--- config.mk ---
export PLATFORM = sky130hd
export DESIGN_NAME = dehaze_axis_framer_flat
export DESIGN_NICKNAME = d
export VERILOG_FILES = /design/src/rtl/dehaze_axis_framer_if.sv /design/src/rtl/dehaze_axis_framer.sv /design/src/flat_wrapper.sv
export SDC_FILE = /design/constraint.sdc
export NUM_CORES = 1
export LEC_CHECK = 0
export CORE_AREA = 2 2 133 135
export CTS_CLUSTER_SIZE = 40
export DETAILED_ROUTE_END_ITERATION = 8
export DIE_AREA = 0 0 135 137
export PLACE_DENSITY = 0.7
export RECOVER_POWER = 100
export SYNTH_ARGS = -nofsm -noshare
export SYNTH_HDL_FRONTEND = slang
export SYNTH_SLANG_ARGS = --single-unit
export TNS_END_PERCENT = 20
--- constraint.sdc ---
create_clock -name ACLK -period 2.3 [get_ports ACLK]
set_input_delay 0.345 -clock ACLK [delete_from_list [all_inputs] [get_ports ACLK]]
set_output_delay 0.345 -clock ACLK [all_outputs]
set_load 0.05 [all_outputs]
--- src/rtl/dehaze_axis_framer_if.sv ---
// dehaze_axis_framer_if
// AXI4-Stream style bundle used on both sides of the framer.
//   tdata  : pixel word {8'h00, R, G, B}
//   tvalid : source has a word
//   tuser  : first pixel of a frame (used only by the master side)
//   tlast  : packet end
//   tready : sink can accept
// Modports:
//   master : drives tdata/tvalid/tuser/tlast, samples tready
//   slave  : samples tdata/tvalid/tlast, drives tready
interface dehaze_axis_framer_if #(
  parameter int DATA_W = 32
);
  logic [DATA_W-1:0] tdata;
  logic              tvalid;
  logic              tuser;
  logic              tlast;
  logic              tready;

  modport master (
    output tdata,
    output tvalid,
    output tuser,
    output tlast,
    input  tready
  );

  // Upstream TUSER is not part of the input contract, so it is left out here.
  modport slave (
    input  tdata,
    input  tvalid,
    input  tlast,
    output tready
  );
endinterface

--- src/rtl/dehaze_axis_framer.sv ---
// dehaze_axis_framer
// Output framing stage behind the haze-removal core. It buffers pixels in a
// small register FIFO, absorbs DMA backpressure and rebuilds the frame
// markers (TUSER / TLAST) from its own pixel counters. It also pulses a
// frame-done interrupt and flags misplaced upstream TLAST.
//
// Optional feature macro: FRAMER_LINE_TLAST_EN
//   defined     : TLAST on the last pixel of every line
//   not defined : TLAST only on the last pixel of the frame
//
// Ports:
//   ACLK      in   clock, all logic on the rising edge
//   ARESETn   in   synchronous active-low reset
//   enable    in   1 = accept input, 0 = stop accepting (FIFO keeps draining)
//   s_axis    slave  stream from the haze-removal core (TLAST checked only)
//   m_axis    master stream to the DMA with regenerated TUSER / TLAST
//   o_intr    out  one-cycle pulse after the last pixel of a frame leaves
//   o_err     out  sticky upstream TLAST misalignment flag
module dehaze_axis_framer #(
  parameter int IMG_WIDTH  = 512,
  parameter int IMG_HEIGHT = 512,
  parameter int DATA_W     = 32,
  parameter int FIFO_DEPTH = 4
) (
  input  logic                        ACLK,
  input  logic                        ARESETn,
  input  logic                        enable,
  dehaze_axis_framer_if.slave         s_axis,
  dehaze_axis_framer_if.master        m_axis,
  output logic                        o_intr,
  output logic                        o_err
);

  localparam int AW = $clog2(FIFO_DEPTH);
  localparam int CW = (IMG_WIDTH > 1) ? $clog2(IMG_WIDTH) : 1;
  localparam int RW = (IMG_HEIGHT > 1) ? $clog2(IMG_HEIGHT) : 1;
  localparam int NW = $clog2(IMG_WIDTH * IMG_HEIGHT);

  localparam logic [CW-1:0] COL_LAST = CW'(IMG_WIDTH - 1);
  localparam logic [RW-1:0] ROW_LAST = RW'(IMG_HEIGHT - 1);
  localparam logic [NW-1:0] CNT_LAST = NW'(IMG_WIDTH * IMG_HEIGHT - 1);

  // Pointers carry one extra wrap bit so full and empty are distinguishable.
  logic [AW:0]   wr_ptr_reg, wr_ptr_next;
  logic [AW:0]   rd_ptr_reg, rd_ptr_next;
  logic [CW-1:0] col_reg, col_next;
  logic [RW-1:0] row_reg, row_next;
  logic [NW-1:0] in_cnt_reg, in_cnt_next;
  logic          intr_reg, intr_next;
  logic          err_reg, err_next;

  logic          full;
  logic          empty;
  logic          s_ready;
  logic          push;
  logic          pop;
  logic          col_at_last;
  logic          row_at_last;
  logic [AW-1:0] wr_idx;
  logic [AW-1:0] rd_idx;

  logic [DATA_W-1:0] entry [FIFO_DEPTH];

  assign wr_idx = wr_ptr_reg[AW-1:0];
  assign rd_idx = rd_ptr_reg[AW-1:0];

  assign empty = (wr_ptr_reg == rd_ptr_reg);
  assign full  = (wr_ptr_reg[AW] != rd_ptr_reg[AW]) &&
                 (wr_ptr_reg[AW-1:0] == rd_ptr_reg[AW-1:0]);

  // Ready is forced low while reset is asserted so nothing is accepted then.
  assign s_ready = ARESETn && enable && !full;
  assign push    = s_axis.tvalid && s_ready;
  assign pop     = !empty && m_axis.tready;

  assign col_at_last = (col_reg == COL_LAST);
  assign row_at_last = (row_reg == ROW_LAST);

  // Storage: one register per entry, written only when the write pointer
  // selects it. A full FIFO never accepts, so the head entry stays stable
  // while the output is stalled.
  genvar gi;
  generate
    for (gi = 0; gi < FIFO_DEPTH; gi++) begin : g_entry
      logic [DATA_W-1:0] entry_reg;

      always_ff @(posedge ACLK) begin
        if (push && (wr_idx == AW'(gi))) begin
          entry_reg <= s_axis.tdata;
        end
      end

      assign entry[gi] = entry_reg;
    end
  endgenerate

  always_comb begin
    wr_ptr_next = wr_ptr_reg;
    rd_ptr_next = rd_ptr_reg;
    col_next    = col_reg;
    row_next    = row_reg;
    in_cnt_next = in_cnt_reg;
    intr_next   = 1'b0;
    err_next    = err_reg;

    if (push) begin
      wr_ptr_next = wr_ptr_reg + {{AW{1'b0}}, 1'b1};
      in_cnt_next = (in_cnt_reg == CNT_LAST) ? '0 : in_cnt_reg + 1'b1;
      // Only an early TLAST is an error; a missing one at frame end is
      // tolerated because the core drives it inconsistently.
      if (s_axis.tlast && (in_cnt_reg != CNT_LAST)) begin
        err_next = 1'b1;
      end
    end

    if (pop) begin
      rd_ptr_next = rd_ptr_reg + {{AW{1'b0}}, 1'b1};
      if (col_at_last) begin
        col_next = '0;
        row_next = row_at_last ? '0 : row_reg + 1'b1;
      end else begin
        col_next = col_reg + 1'b1;
      end
      intr_next = col_at_last && row_at_last;
    end
  end

  always_ff @(posedge ACLK) begin
    if (!ARESETn) begin
      wr_ptr_reg <= '0;
      rd_ptr_reg <= '0;
      col_reg    <= '0;
      row_reg    <= '0;
      in_cnt_reg <= '0;
      intr_reg   <= 1'b0;
      err_reg    <= 1'b0;
    end else begin
      wr_ptr_reg <= wr_ptr_next;
      rd_ptr_reg <= rd_ptr_next;
      col_reg    <= col_next;
      row_reg    <= row_next;
      in_cnt_reg <= in_cnt_next;
      intr_reg   <= intr_next;
      err_reg    <= err_next;
    end
  end

  assign s_axis.tready = s_ready;

  // Output sidebands are gated by valid so an empty FIFO presents all zeros.
  assign m_axis.tvalid = !empty;
  assign m_axis.tdata  = empty ? '0 : entry[rd_idx];
  assign m_axis.tuser  = !empty && (col_reg == '0) && (row_reg == '0);
`ifdef FRAMER_LINE_TLAST_EN
  assign m_axis.tlast  = !empty && col_at_last;
`else
  assign m_axis.tlast  = !empty && col_at_last && row_at_last;
`endif

  assign o_intr = intr_reg;
  assign o_err  = err_reg;

endmodule

--- src/flat_wrapper.sv ---
// flat-port wrapper written by rule: the top's interface ports become plain ports
module dehaze_axis_framer_flat 
#(
  parameter int IMG_WIDTH  = 512,
  parameter int IMG_HEIGHT = 512,
  parameter int DATA_W     = 32,
  parameter int FIFO_DEPTH = 4
)
  (ACLK, ARESETn, enable, o_intr, o_err, s_axis_tdata, s_axis_tvalid, s_axis_tlast, s_axis_tready, m_axis_tdata, m_axis_tvalid, m_axis_tuser, m_axis_tlast, m_axis_tready);
  dehaze_axis_framer_if #(.DATA_W(DATA_W)) s_axis_i ();
  dehaze_axis_framer_if #(.DATA_W(DATA_W)) m_axis_i ();
  input  logic ACLK;
  input  logic ARESETn;
  input  logic enable;
  output logic o_intr;
  output logic o_err;
  input wire logic [$bits(s_axis_i.tdata)-1:0] s_axis_tdata;
  input wire logic [$bits(s_axis_i.tvalid)-1:0] s_axis_tvalid;
  input wire logic [$bits(s_axis_i.tlast)-1:0] s_axis_tlast;
  output wire logic [$bits(s_axis_i.tready)-1:0] s_axis_tready;
  output wire logic [$bits(m_axis_i.tdata)-1:0] m_axis_tdata;
  output wire logic [$bits(m_axis_i.tvalid)-1:0] m_axis_tvalid;
  output wire logic [$bits(m_axis_i.tuser)-1:0] m_axis_tuser;
  output wire logic [$bits(m_axis_i.tlast)-1:0] m_axis_tlast;
  input wire logic [$bits(m_axis_i.tready)-1:0] m_axis_tready;
  assign s_axis_i.tdata = s_axis_tdata;
  assign s_axis_i.tvalid = s_axis_tvalid;
  assign s_axis_i.tlast = s_axis_tlast;
  assign s_axis_tready = s_axis_i.tready;
  assign m_axis_tdata = m_axis_i.tdata;
  assign m_axis_tvalid = m_axis_i.tvalid;
  assign m_axis_tuser = m_axis_i.tuser;
  assign m_axis_tlast = m_axis_i.tlast;
  assign m_axis_i.tready = m_axis_tready;
  dehaze_axis_framer #(.IMG_WIDTH(IMG_WIDTH), .IMG_HEIGHT(IMG_HEIGHT), .DATA_W(DATA_W), .FIFO_DEPTH(FIFO_DEPTH)) u_core (.ACLK(ACLK), .ARESETn(ARESETn), .enable(enable), .s_axis(s_axis_i), .m_axis(m_axis_i), .o_intr(o_intr), .o_err(o_err));
endmodule
==> run metrics <==
number of cells produced by synthesis=485; sum of overflow across all layers after global routing=0; floorplan die area=18,500 µm²; clock buffers created by TritonCTS=17; sequential area share after synthesis=65.43%; CP Capture Type=primary output; flip-flop count of the largest register, all copies and words added=128; violations in the final reports=negative setup slack; Fmax achieved=0.4294 GHz; number of antenna violations at the first check in global routing=1; max cap viols=0; data required time at the worst endpoint=1.96 ns; largest fanout on the critical path=4; final RePlAce weighted congestion=0.8427; minimum hold slack=0.4796 ns; category of the critical setup timing path=reg2out; final non-filler cell total=831; Async S/R FF share, synth=0%; vias=4,676; Avg WL per Cell=19.98 µm; via density per instance=5.627; final HPWL from detailed placement=9786 µm; first-pass detailed-route iteration total=5; most frequent cells in the layout=edfxtp_1 (128), buf_12 (42), dfxtp_1 (37); maximum number of pins on one net before global-route repair=36; chip width=135 µm; data arrival time of the critical path=1.98 ns; number of synthesized flops with an enable pin=128; cell count after placement=783; total wire length=16,610 µm; cell row count=48; Netlist cell types=50; area growth from synthesis to layout=34.86%; number of violations reported at the end of detailed-routing iteration 0=351; crit path setup slack, layout=-0.02873 ns; initial core utilization=42.33%; Worst Min Path Start=u_core.o_err$_SDFFE_PN0P_; hold-fix buffer count after cts=0; Clock Pin Slew Worst Setup and Hold Paths=0.07 ns; RSZ-0062 raised after global routing=yes; Core Box Area=17,060 µm²; post-synthesis cell area=7221 µm²; slew at the pin closest to its max-slew limit=0.7262 ns; status=finished, violations left; most common library cell in the layout ignoring fill and taps=edfxtp_1; TritonCTS clock tree=built; maximum resistive drop on vdd=613.3 µV; worst skew pair latency=0.42 ns; final clock period utilization by the worst path=101.2%; level count of the clock H-tree=4; Slew Viols, Final=0; FF-to-FF setup slack=0.08 ns; warnings from Yosys=0; worst setup path startpoint=u_core.row_reg[1]$_SDFFE_PN0P_; setup violators final=1; maximum number of buffers from clock root to sink=2; largest clock skew in the final design=0.008412 ns; die height=137 µm; wire length of the first global-routing pass=26,120 µm; worst min-delay path category=reg2reg; flop and latch count out of synthesis=172; Total Nets Final=642; Hold Fails Final Rpt=0; post-layout utilization of the core=57.09%; total track usage=18.81%; worst r2r src=u_core.rd_ptr_reg[0]$_SDFFE_PN0P_; total power per unit cell area=781.4 nW/µm²; Worst slew margin=51.59%; Synth Net Count=535; reg2reg end=u_core.col_reg[5]$_SDFFE_PN0P_; clock sink count=172; capture endpoint of the worst hold path=u_core.o_err$_SDFFE_PN0P_; number of port buffers=75; kind of start point of the critical path=flip-flop; antenna viol nets, final=0; register area=4741 µm²; Pleak=3.241 nW; # fillers=1,313; commonest register cell after synthesis=edfxtp_1; total I/O pin count=76; share of final-layout standard cells stronger than drive strength 1=31.40%; Worst Reg2Reg Path Length in Cells=7; area of the multi-input gates=2516 µm²; DRC violations left=0; syn avg cell area=14.89 µm²; Final min period=2.329 ns; number of global-route vias before repair=4,885; hold depth=1; master cell of the clock root buffer=clkbuf_16
[per-stage QoR]
stage	worst slack (ns)	TNS (ns)	area, µm²	total power [mW]
6_report	-0.02873	-0.02873	9738	7.609
5_1_grt	-0.07035	-2.075	9736	7.867
4_1_cts	-0.07133	-0.2101	9664	7.659
3_5_place_dp	0.07627	0	8781	4.633
3_3_place_gp	0.1516	0	8781	4.612
2_1_floorplan	-0.03628	-0.7300	7222	4.041
[logic make-up after synthesis]
| logic type | synth area share, % |
|---|---|
| flip-flops | 65.43 |
| AND/OR/NAND/NOR | 11.18 |
| AO/OA/AOI/OAI | 7.365 |
| buffers and inverters | 2.027 |
| multiplexers | 10.40 |
| adder cells (fa/ha/maj) | 2.079 |
| XOR/XNOR | 1.525 |
[area by class of cell]
| class | instances | share of cell area, % |
|---|---|---|
| flip-flops and latches | 172 | 48.68 |
| inverters | 11 | 0.4497 |
| repair buffers | 112 | 16.07 |
| clock inverters | 14 | 1.632 |
| well taps | 225 | 2.891 |
| multi-input cells | 278 | 25.84 |
| diodes | 1 | 0.02570 |
| clock buffers | 18 | 4.407 |
[worst max path at each step]
stage | end | slack [ns] | depth (start not counted)
6_report | m_axis_tlast | -0.03 | 7
5_1_grt | m_axis_tlast | -0.07 | 7
4_1_cts | m_axis_tlast | -0.07 | 7
3_5_place_dp | u_core.row_reg[5]$_SDFFE_PN0P_ | 0.08 | 8
3_3_place_gp | u_core.g_entry[3].entry_reg[28]$_DFFE_PP_ | 0.15 | 5
2_1_floorplan | m_axis_tuser | -0.04 | 4
[synthesized netlist by cell type, types with 2 or more instances]
cell       count  area (µm²)
nor2_1        12       45.04
mux4_2        32       720.7
buf_2          9       45.04
a31oi_1        3       18.77
o41ai_1        2       17.52
nand2_1       27       101.4
or4_1          7       52.55
nand4_1        8       50.05
and4_1         4       35.03
o21ai_1        2       10.01
o2111ai_1      3       26.28
nor3b_1        2       15.01
a21oi_1       19       95.09
and3_1         9       56.30
xnor2_1        5       43.79
xor2_2         2       32.53
nor3_1         4       20.02
xor2_1         2       17.52
nand3b_1       3       22.52
o31ai_1       12       90.09
nor4_1         3       18.77
a32o_1         2       20.02
dfxtp_1       44       880.8
o211ai_1       9       67.56
and2_1        40       250.2
or3_1          9       56.30
nand3_1       13       65.06
mux2i_1        3       30.03
clkbuf_1      12       45.04
ha_1          12       150.1
inv_1         11       41.29
buf_1          2       7.510
edfxtp_1     128        3844
o21ai_0       14       70.07
[what timing repair did]
action	CTS	global route
cloned	3	2
pin swaps	9	26
setup buffers	6	4
gates resized for setup	52	12
setup endpoints to repair	33	41
[where the power goes]
group	total (mW)	internal, mW	switching [mW]	leakage (nW)
Combinational	1.36	0.677	0.687	1.44
Sequential	3.38	3.36	0.0166	1.52
Clock	2.87	1.63	1.24	0.283
[routing by layer]
metal	global-route usage (%)	vias to the layer above	share of wire, %
met2	32.37	155	52
li1	-	2121	-
met4	4.630	0	0.93
met5	0	-	0
met3	5.037	12	5.0
met1	23.80	2388	42
[critical path, cell delays in order (launching register included)]
cell and delay (ns):
dfxtp_4 0.38, ha_4 0.14, and3_4 0.19, and3_4 0.18, and3_4 0.19, ha_4 0.13, and3_4 0.20, buf_8 0.14
Note: power is estimated with default switching activity, not from simulation.
